File: src/rtl/alu_share_arbiter.sv
// Two-port valid/ready arbiter time-sharing one combinational ALU, with a one-deep response slot per port.
// Build option: define ALU_ARB_FIXED_PRIO_EN for fixed priority (port 0 wins); default is round-robin.
module alu_share_arbiter #(
  parameter int unsigned     WIDTH   = 32,
  parameter int unsigned     OPW     = 4,
  parameter logic [OPW-1:0]  ALU_ADD = {OPW{1'b0}}
) (
  input  logic             i_clk,
  input  logic             i_rst,
  input  logic             i_req0_valid,
  output logic             o_req0_ready,
  input  logic [OPW-1:0]   i_req0_op,
  input  logic [WIDTH-1:0] i_req0_a,
  input  logic [WIDTH-1:0] i_req0_b,
  input  logic             i_req1_valid,
  output logic             o_req1_ready,
  input  logic [OPW-1:0]   i_req1_op,
  input  logic [WIDTH-1:0] i_req1_a,
  input  logic [WIDTH-1:0] i_req1_b,
  output logic             o_rsp0_valid,
  input  logic             i_rsp0_ready,
  output logic [WIDTH-1:0] o_rsp0_data,
  output logic             o_rsp1_valid,
  input  logic             i_rsp1_ready,
  output logic [WIDTH-1:0] o_rsp1_data,
  output logic [OPW-1:0]   o_alu_op,
  output logic [WIDTH-1:0] o_alu_a,
  output logic [WIDTH-1:0] o_alu_b,
  input  logic [WIDTH-1:0] i_alu_out
);

  logic             r_rsp0_valid;
  logic             r_rsp1_valid;
  logic [WIDTH-1:0] r_rsp0_data;
  logic [WIDTH-1:0] r_rsp1_data;
  logic             w_free0;
  logic             w_free1;
  logic             w_elig0;
  logic             w_elig1;
  logic             w_grant0;
  logic             w_grant1;

  // A slot may drain and refill in the same cycle; nothing is granted while in reset.
  assign w_free0 = !r_rsp0_valid || i_rsp0_ready;
  assign w_free1 = !r_rsp1_valid || i_rsp1_ready;
  assign w_elig0 = i_req0_valid && w_free0 && !i_rst;
  assign w_elig1 = i_req1_valid && w_free1 && !i_rst;

`ifndef ALU_ARB_FIXED_PRIO_EN
  logic r_last;

  // Remember the most recently granted port; reset to 1 so port 0 wins the first contest.
  always_ff @(posedge i_clk) begin
    if (i_rst) begin
      r_last <= 1'b1;
    end else if (w_grant0) begin
      r_last <= 1'b0;
    end else if (w_grant1) begin
      r_last <= 1'b1;
    end else begin
      r_last <= r_last;
    end
  end
`endif

  // Grant selection: contested cycles follow the configured policy.
  always_comb begin
    w_grant0 = 1'b0;
    w_grant1 = 1'b0;
    if (w_elig0 && w_elig1) begin
`ifdef ALU_ARB_FIXED_PRIO_EN
      w_grant0 = 1'b1;
`else
      if (r_last) begin
        w_grant0 = 1'b1;
      end else begin
        w_grant1 = 1'b1;
      end
`endif
    end else if (w_elig0) begin
      w_grant0 = 1'b1;
    end else if (w_elig1) begin
      w_grant1 = 1'b1;
    end else begin
      w_grant0 = 1'b0;
      w_grant1 = 1'b0;
    end
  end

  // Steer the granted payload to the shared ALU; idle as ADD of zeros.
  always_comb begin
    o_alu_op = ALU_ADD;
    o_alu_a  = {WIDTH{1'b0}};
    o_alu_b  = {WIDTH{1'b0}};
    case ({w_grant1, w_grant0})
      2'b01: begin
        o_alu_op = i_req0_op;
        o_alu_a  = i_req0_a;
        o_alu_b  = i_req0_b;
      end
      2'b10: begin
        o_alu_op = i_req1_op;
        o_alu_a  = i_req1_a;
        o_alu_b  = i_req1_b;
      end
      default: begin
        o_alu_op = ALU_ADD;
        o_alu_a  = {WIDTH{1'b0}};
        o_alu_b  = {WIDTH{1'b0}};
      end
    endcase
  end

  // Response slot 0: capture on grant, otherwise empty when consumed.
  always_ff @(posedge i_clk) begin
    if (i_rst) begin
      r_rsp0_valid <= 1'b0;
      r_rsp0_data  <= {WIDTH{1'b0}};
    end else if (w_grant0) begin
      r_rsp0_valid <= 1'b1;
      r_rsp0_data  <= i_alu_out;
    end else if (i_rsp0_ready) begin
      r_rsp0_valid <= 1'b0;
      r_rsp0_data  <= r_rsp0_data;
    end else begin
      r_rsp0_valid <= r_rsp0_valid;
      r_rsp0_data  <= r_rsp0_data;
    end
  end

  // Response slot 1: same behaviour as slot 0.
  always_ff @(posedge i_clk) begin
    if (i_rst) begin
      r_rsp1_valid <= 1'b0;
      r_rsp1_data  <= {WIDTH{1'b0}};
    end else if (w_grant1) begin
      r_rsp1_valid <= 1'b1;
      r_rsp1_data  <= i_alu_out;
    end else if (i_rsp1_ready) begin
      r_rsp1_valid <= 1'b0;
      r_rsp1_data  <= r_rsp1_data;
    end else begin
      r_rsp1_valid <= r_rsp1_valid;
      r_rsp1_data  <= r_rsp1_data;
    end
  end

  assign o_req0_ready = w_grant0;
  assign o_req1_ready = w_grant1;
  assign o_rsp0_valid = r_rsp0_valid;
  assign o_rsp1_valid = r_rsp1_valid;
  assign o_rsp0_data  = r_rsp0_data;
  assign o_rsp1_data  = r_rsp1_data;

endmodule

File: config.mk
export PLATFORM = sky130hd
export DESIGN_NAME = alu_share_arbiter
export DESIGN_NICKNAME = d
export VERILOG_FILES = /design/src/rtl/alu_share_arbiter.sv
export SDC_FILE = /design/constraint.sdc
export NUM_CORES = 1
export LEC_CHECK = 0
export ABC_AREA = 1
export CORE_AREA = 4 4 117 119
export DETAILED_ROUTE_END_ITERATION = 7
export DIE_AREA = 0 0 121 123
export PLACE_DENSITY = 0.76
export SYNTH_ARGS = -nofsm -noshare
export SYNTH_HDL_FRONTEND = slang
export SYNTH_SLANG_ARGS = --single-unit
File: constraint.sdc
create_clock -name i_clk -period 4.2 [get_ports i_clk]
set_input_delay 1.05 -clock i_clk [delete_from_list [all_inputs] [get_ports i_clk]]
set_output_delay 1.05 -clock i_clk [all_outputs]
set_load 0.01 [all_outputs]
==> results.sh, run 1 <==
export IMPL_vias=5035
export IMPL_min_delay_start="o_rsp1_data[30]"
export IMPL_relSlewSlack=0.556
export IMPL_synth_top_area_frac=0.348
export IMPL_synth_edf_count=0
export IMPL_synth_seq_cells=67
export IMPL_cts_tree="done"
export IMPL_post_place_ws_ns=-0.159
export IMPL_finalMaxSlewViolations=0
export IMPL_finalSetupViolCount=0
export IMPL_postCtsHoldBufs=0
export IMPL_critPathRequiredTime_ns=3.15
export IMPL_die_h_um=123
export IMPL_core_mm2=0.0126
export IMPL_yosysSeqAreaShare=0.348
export IMPL_wire_per_inst_um=15.5
export IMPL_avgSynthCellArea_um2=6.01
export IMPL_end_kind="output pin"
export IMPL_die_x_um=121
export IMPL_p_leak_nw=3.36
export IMPL_grt_pass1_vias=4807
export IMPL_synthesis_area_mm2=0.00385
export IMPL_wl_mm=17.3
export IMPL_holdWs_ns=0.477
export IMPL_num_nets_final=1113
export IMPL_grt_remaining_overflow=0
export IMPL_p_per_area_mw_per_mm2=279
export IMPL_post_cts_setup_buffer_count=0
export IMPL_cts_buffers=9
export IMPL_cts_sinks=67
export IMPL_grt_pass1_wl_mm=25.4
export IMPL_drt_iter0_drc=273
export IMPL_period_needed_ns=4.06
export IMPL_cts_buffer_depth=2
export IMPL_critical_path_startpoint_type="input pin"
export IMPL_outcome="finished, final reports clean"
export IMPL_gp_congestion=0.896
export IMPL_fin_skew_ns=0.00725
export IMPL_grtUsageTotal=0.218
export IMPL_grt_max_degree=65
export IMPL_synth_most_common_cell="nand2_1"
export IMPL_synth_area_leaders="dfxtp_1 35%, nand2_1 23%, a21oi_1 13%"
export IMPL_via_per_inst=4.52
export IMPL_ys_warnings_count=0
export IMPL_holdPathStages=2
export IMPL_synthArstFlopShare=0
export IMPL_rows=41
export IMPL_drtPass1Iterations=4
export IMPL_numPortBuffers=309
export IMPL_cp_startpoint="i_rst"
export IMPL_synth_distinct_cells=16
export IMPL_antenna_found_initial=1
export IMPL_clk_pin_slew_ns=0.05
export IMPL_worst_pin_slew_ns=0.667
export IMPL_drc=0
export IMPL_rsz0062_at_grt="no"
export IMPL_r2r_start="o_rsp0_valid"
export IMPL_setup_tns_ns=0
export IMPL_cts_root_buf="clkbuf_16"
export IMPL_dp_hpwl_mm=13.3
export IMPL_antenna_left=0
export IMPL_synthCells=641
export IMPL_yosys_area_top_type="dfxtp_1"
export IMPL_synth_ff_type="dfxtp_1"
export IMPL_ctsHtreeMaxLevel=3
export IMPL_hold_violations=0
export IMPL_area_delta_synth_final_pct=94.7
export IMPL_criticalPathCategory="in -> out"
export IMPL_worst_skew_pair_late_latency_ns=0.32
export IMPL_maxCapViolCount=0
export IMPL_ios=310
export IMPL_ff2ff_path_depth=6
export IMPL_synth_common_cells="237 x nand2_1, 103 x a21oi_1, 101 x nor2_1"
export IMPL_cp_max_fo=24
export IMPL_vdd_drop_max_v=0.000163
export IMPL_drive_gt1_frac=0.0543
export IMPL_die_area_mm2=0.0149
export IMPL_cp_data_arrival_time_ns=3.01
export IMPL_placed_cells_incl_taps=1094
export IMPL_period_share=0.966
export IMPL_syn_nets=818
export IMPL_hold_class="reg -> reg"
export IMPL_fmax_mhz=247
export IMPL_start_util=0.307
export IMPL_layout_setup_ws_ns=0.144
export IMPL_stdcell_count=1113
[per-stage QoR]
stage	power [mW]	instance area, µm²	utilization
after floorplan	0.967	3850	-
after global placement	1.34	7150	0.569
after detailed placement	1.35	7150	0.569
after CTS	2.11	7450	0.593
after global routing	2.21	7500	0.597
final	2.10	7500	0.597
[kinds of logic (layout without fill, tap and decap cells)]
logic type | Yosys count | after routing | share of synthesized area
compound gates | 104 | 104 | 0.135
fa+ha+maj | 3 | 3 | 0.00974
buf+inv | 94 | 393 | 0.111
flops | 67 | 67 | 0.348
other cells | 0 | 1 | 0
simple gates | 373 | 373 | 0.396
[where the power goes]
group | total, mW | leakage, nW | switching, mW | internal [mW]
Clock | 0.756 | 0.144 | 0.269 | 0.487
Combinational | 0.633 | 2.66 | 0.280 | 0.353
Sequential | 0.707 | 0.552 | 0.0242 | 0.683
Total | 2.10 | 3.36 | 0.573 | 1.52
[final timing paths]
path	endpoint	slack, ns
hold reg to reg	o_rsp1_data[30]	0.48
hold / removal	o_rsp1_data[30]	0.48
setup reg to reg	o_rsp1_data[14]	2.61
setup / recovery	o_alu_a[31]	0.14
[worst max-delay path: stages]
cell,delay [ns]
clkdlybuf4s50_1,0.50
buf_4,0.13
nor2_1,0.05
nand3_2,0.07
nand2_2,0.09
inv_1,0.11
ha_4,0.18
bufbuf_16,0.31
nand2_1,0.06
a21oi_1,0.11
dlygate4sd2_1,0.34
[layer usage]
layer / vias to the layer above / track usage / share of wire
met5: - / 0 / 0
met3: 25 / 0.0787 / 0.091
met2: 198 / 0.386 / 0.51
met4: 0 / 0.0836 / 0.028
li1: 2576 / - / -
met1: 2236 / 0.239 / 0.37
[state kept, by name, summed over array words and instances, names as in the netlist]
signal / cells
r_last: 1
o_rsp0_valid: 1
o_rsp1_valid: 1
o_rsp0_data: 32
o_rsp1_data: 32
[cells in the final DEF (no fill, tap or decap), types with 3 or more instances in the layout]
cell type        instances
a21oi_1                103
buf_12                   5
buf_4                   18
clkbuf_16               10
clkdlybuf4s15_1          3
clkdlybuf4s50_1        241
dfxtp_1                 67
dlygate4sd2_1           63
inv_1                   40
nand2_1                236
nand3b_1                32
nor2_1                  99
[final cells by class]
type,instances,area (µm²)
fill,1212,5070
timing repair buffer,335,3340
multi-input combinational,480,2130
sequential,67,1340
clock buffer,11,253
tap,172,215
inverter,43,164
clock inverter,4,50.0
antenna,1,2.50
[timing repair]
item / CTS / global route
resized for setup: 70 / 8
setup endpoints to repair: 68 / 11
gates cloned: 2 / 1
Power figures use the tool's default switching activity.
==> inputs of run 2 (changes only) <==
--- a/config.mk
+++ b/config.mk
@@ -6,10 +6,11 @@
 export NUM_CORES = 1
 export LEC_CHECK = 0
 export ABC_AREA = 1
-export CORE_AREA = 4 4 117 119
+export CORE_AREA = 4 4 118 120
 export DETAILED_ROUTE_END_ITERATION = 7
-export DIE_AREA = 0 0 121 123
-export PLACE_DENSITY = 0.76
+export DIE_AREA = 0 0 122 124
+export DONT_BUFFER_PORTS = 1
+export PLACE_DENSITY_LB_ADDON = 0.25
 export SYNTH_ARGS = -nofsm -noshare
 export SYNTH_HDL_FRONTEND = slang
 export SYNTH_SLANG_ARGS = --single-unit
==> results.sh, run 2 (same netlist as run 1, synthesis figures left out) <==
export IMPL_num_nets_final=804
export IMPL_wl_mm=14.1
export IMPL_antenna_diode_count=0
export IMPL_ctsHtreeMaxLevel=3
export IMPL_fmax_mhz=269
export IMPL_wire_per_inst_um=17.5
export IMPL_ios=310
export IMPL_vias=3969
export IMPL_post_cts_setup_buffer_count=0
export IMPL_grt_max_degree=69
export IMPL_cp_max_fo=24
export IMPL_core_mm2=0.0130
export IMPL_r2r_start="o_rsp0_valid"
export IMPL_cts_sinks=67
export IMPL_grtUsageTotal=0.175
export IMPL_outcome="finished, final reports clean"
export IMPL_grt_pass1_vias=3733
export IMPL_finalMaxSlewViolations=0
export IMPL_critical_path_startpoint_type="input pin"
export IMPL_cp_data_arrival_time_ns=2.67
export IMPL_min_delay_start="r_last"
export IMPL_worst_pin_slew_ns=0.673
export IMPL_finalSetupViolCount=0
export IMPL_cts_buffers=9
export IMPL_holdPathStages=2
export IMPL_ff2ff_path_depth=8
export IMPL_cts_resized_gates=0
export IMPL_layout_common_cells="237 x nand2_1, 103 x a21oi_1, 100 x nor2_1, 67 x dfxtp_1, 41 x inv_1"
export IMPL_finish_utilization=0.337
export IMPL_area_delta_synth_final_pct=13.5
export IMPL_p_per_area_mw_per_mm2=420
export IMPL_postCtsHoldBufs=0
export IMPL_hold_end="r_last"
export IMPL_die_x_um=122
export IMPL_setup_tns_ns=0
export IMPL_via_per_inst=4.91
export IMPL_end_kind="output pin"
export IMPL_grt_remaining_overflow=0
export IMPL_critPathRequiredTime_ns=3.15
export IMPL_vdd_drop_max_v=0.000139
export IMPL_final_cell_area_mm2=0.00437
export IMPL_antenna_found_initial=0
export IMPL_cts_buffer_depth=2
export IMPL_rrSetupSlack_ns=2.45
export IMPL_gp_congestion=0.936
export IMPL_worst_skew_pair_late_latency_ns=0.33
export IMPL_die_area_mm2=0.0151
export IMPL_p_leak_nw=1.85
export IMPL_antenna_left=0
export IMPL_clk_pin_slew_ns=0.05
export IMPL_hold_class="reg -> reg"
export IMPL_placed_area_mm2=0.00404
export IMPL_rows=42
export IMPL_hold_violations=0
export IMPL_maxCapViolCount=0
export IMPL_period_needed_ns=3.72
export IMPL_mostFrequentLayoutCell="nand2_1"
export IMPL_reg2reg_to="o_rsp0_data[25]"
export IMPL_fin_skew_ns=0.00485
export IMPL_rsz0062_at_grt="no"
export IMPL_die_h_um=124
export IMPL_drc=0
export IMPL_power_mw=1.83
export IMPL_cts_root_buf="clkbuf_16"
export IMPL_holdWs_ns=0.531
export IMPL_period_share=0.886
export IMPL_relSlewSlack=0.552
export IMPL_dp_hpwl_mm=10.7
export IMPL_numPortBuffers=0
export IMPL_criticalPathCategory="in -> out"
export IMPL_drtPass1Iterations=5
export IMPL_drt_iter0_drc=315
export IMPL_start_util=0.297
export IMPL_drive_gt1_frac=0.0775
export IMPL_grt_pass1_wl_mm=20.5
export IMPL_cts_tree="done"
run 2: cell types whose count changed in the layout (fill, tap and decap cells not counted), moves of 2 or more:
cell,delta
dlymetal6s2s_1,-2
ha_2,+2
ha_4,-2
bufbuf_16,-2
buf_12,-3
buf_4,+6
clkdlybuf4s15_1,-3
clkdlybuf4s50_1,-241
dlygate4sd2_1,-63
run 2: final cells by class:
type / count / area, µm²
tap: 176 / 220
inverter: 43 / 161
multi-input combinational: 480 / 2100
fill: 1434 / 8610
sequential: 67 / 1340
clock inverter: 6 / 88.8
clock buffer: 10 / 239
timing repair buffer: 26 / 220
run 2: critical path: stages:
cell and delay (ns):
inv_2 0.13, nand2_1 0.11, nor2_4 0.12, nand2_1 0.12, ha_1 0.31, inv_2 0.34, buf_4 0.32, a21oi_1 0.13
run 2: power breakdown:
part	total (mW)	internal, mW	switching [mW]
clock network	0.810	0.535	0.275
logic	0.282	0.0917	0.190
registers	0.742	0.683	0.0589
total	1.83	1.31	0.524
run 2: layer usage:
metal | vias to the layer above | share of wire | global-route usage | wire length, µm
li1 | 1957 | - | - | -
met3 | 22 | 0.099 | 0.0604 | 1400
met5 | - | 0 | 0 | 0
met1 | 1796 | 0.37 | 0.195 | 5170
met4 | 0 | 0.023 | 0.0763 | 325
met2 | 194 | 0.51 | 0.305 | 7260
run 2: how the worst max path moves through the flow:
stage / from / end / slack, ns / cells after the start
after CTS: i_rst / o_alu_a[31] / 0.48 / 9
after global routing: i_rst / o_alu_a[2] / 0.34 / 10
after detailed placement: i_rst / o_alu_a[31] / 0.49 / 9
final: i_rst / o_alu_a[18] / 0.48 / 8
after floorplan: i_rst / o_alu_a[11] / 0.50 / 11
after global placement: i_rst / o_alu_a[31] / 0.54 / 10
run 2: metrics by stage:
stage,setup WS (ns),instances
after detailed placement,0.487,792
after global routing,0.343,808
after CTS,0.484,808
after global placement,0.540,792
final,0.477,808
after floorplan,0.500,641
==> inputs of run 3 (changes only) <==
--- a/config.mk
+++ b/config.mk
@@ -6,7 +6,9 @@
 export NUM_CORES = 1
 export LEC_CHECK = 0
 export ABC_AREA = 1
+export CAP_MARGIN = 25
 export CORE_AREA = 4 4 118 120
+export CTS_CLUSTER_SIZE = 20
 export DETAILED_ROUTE_END_ITERATION = 7
 export DIE_AREA = 0 0 122 124
 export DONT_BUFFER_PORTS = 1
==> results of run 3 <==
Final layout, timing and power as in run 2 (identical DEF).
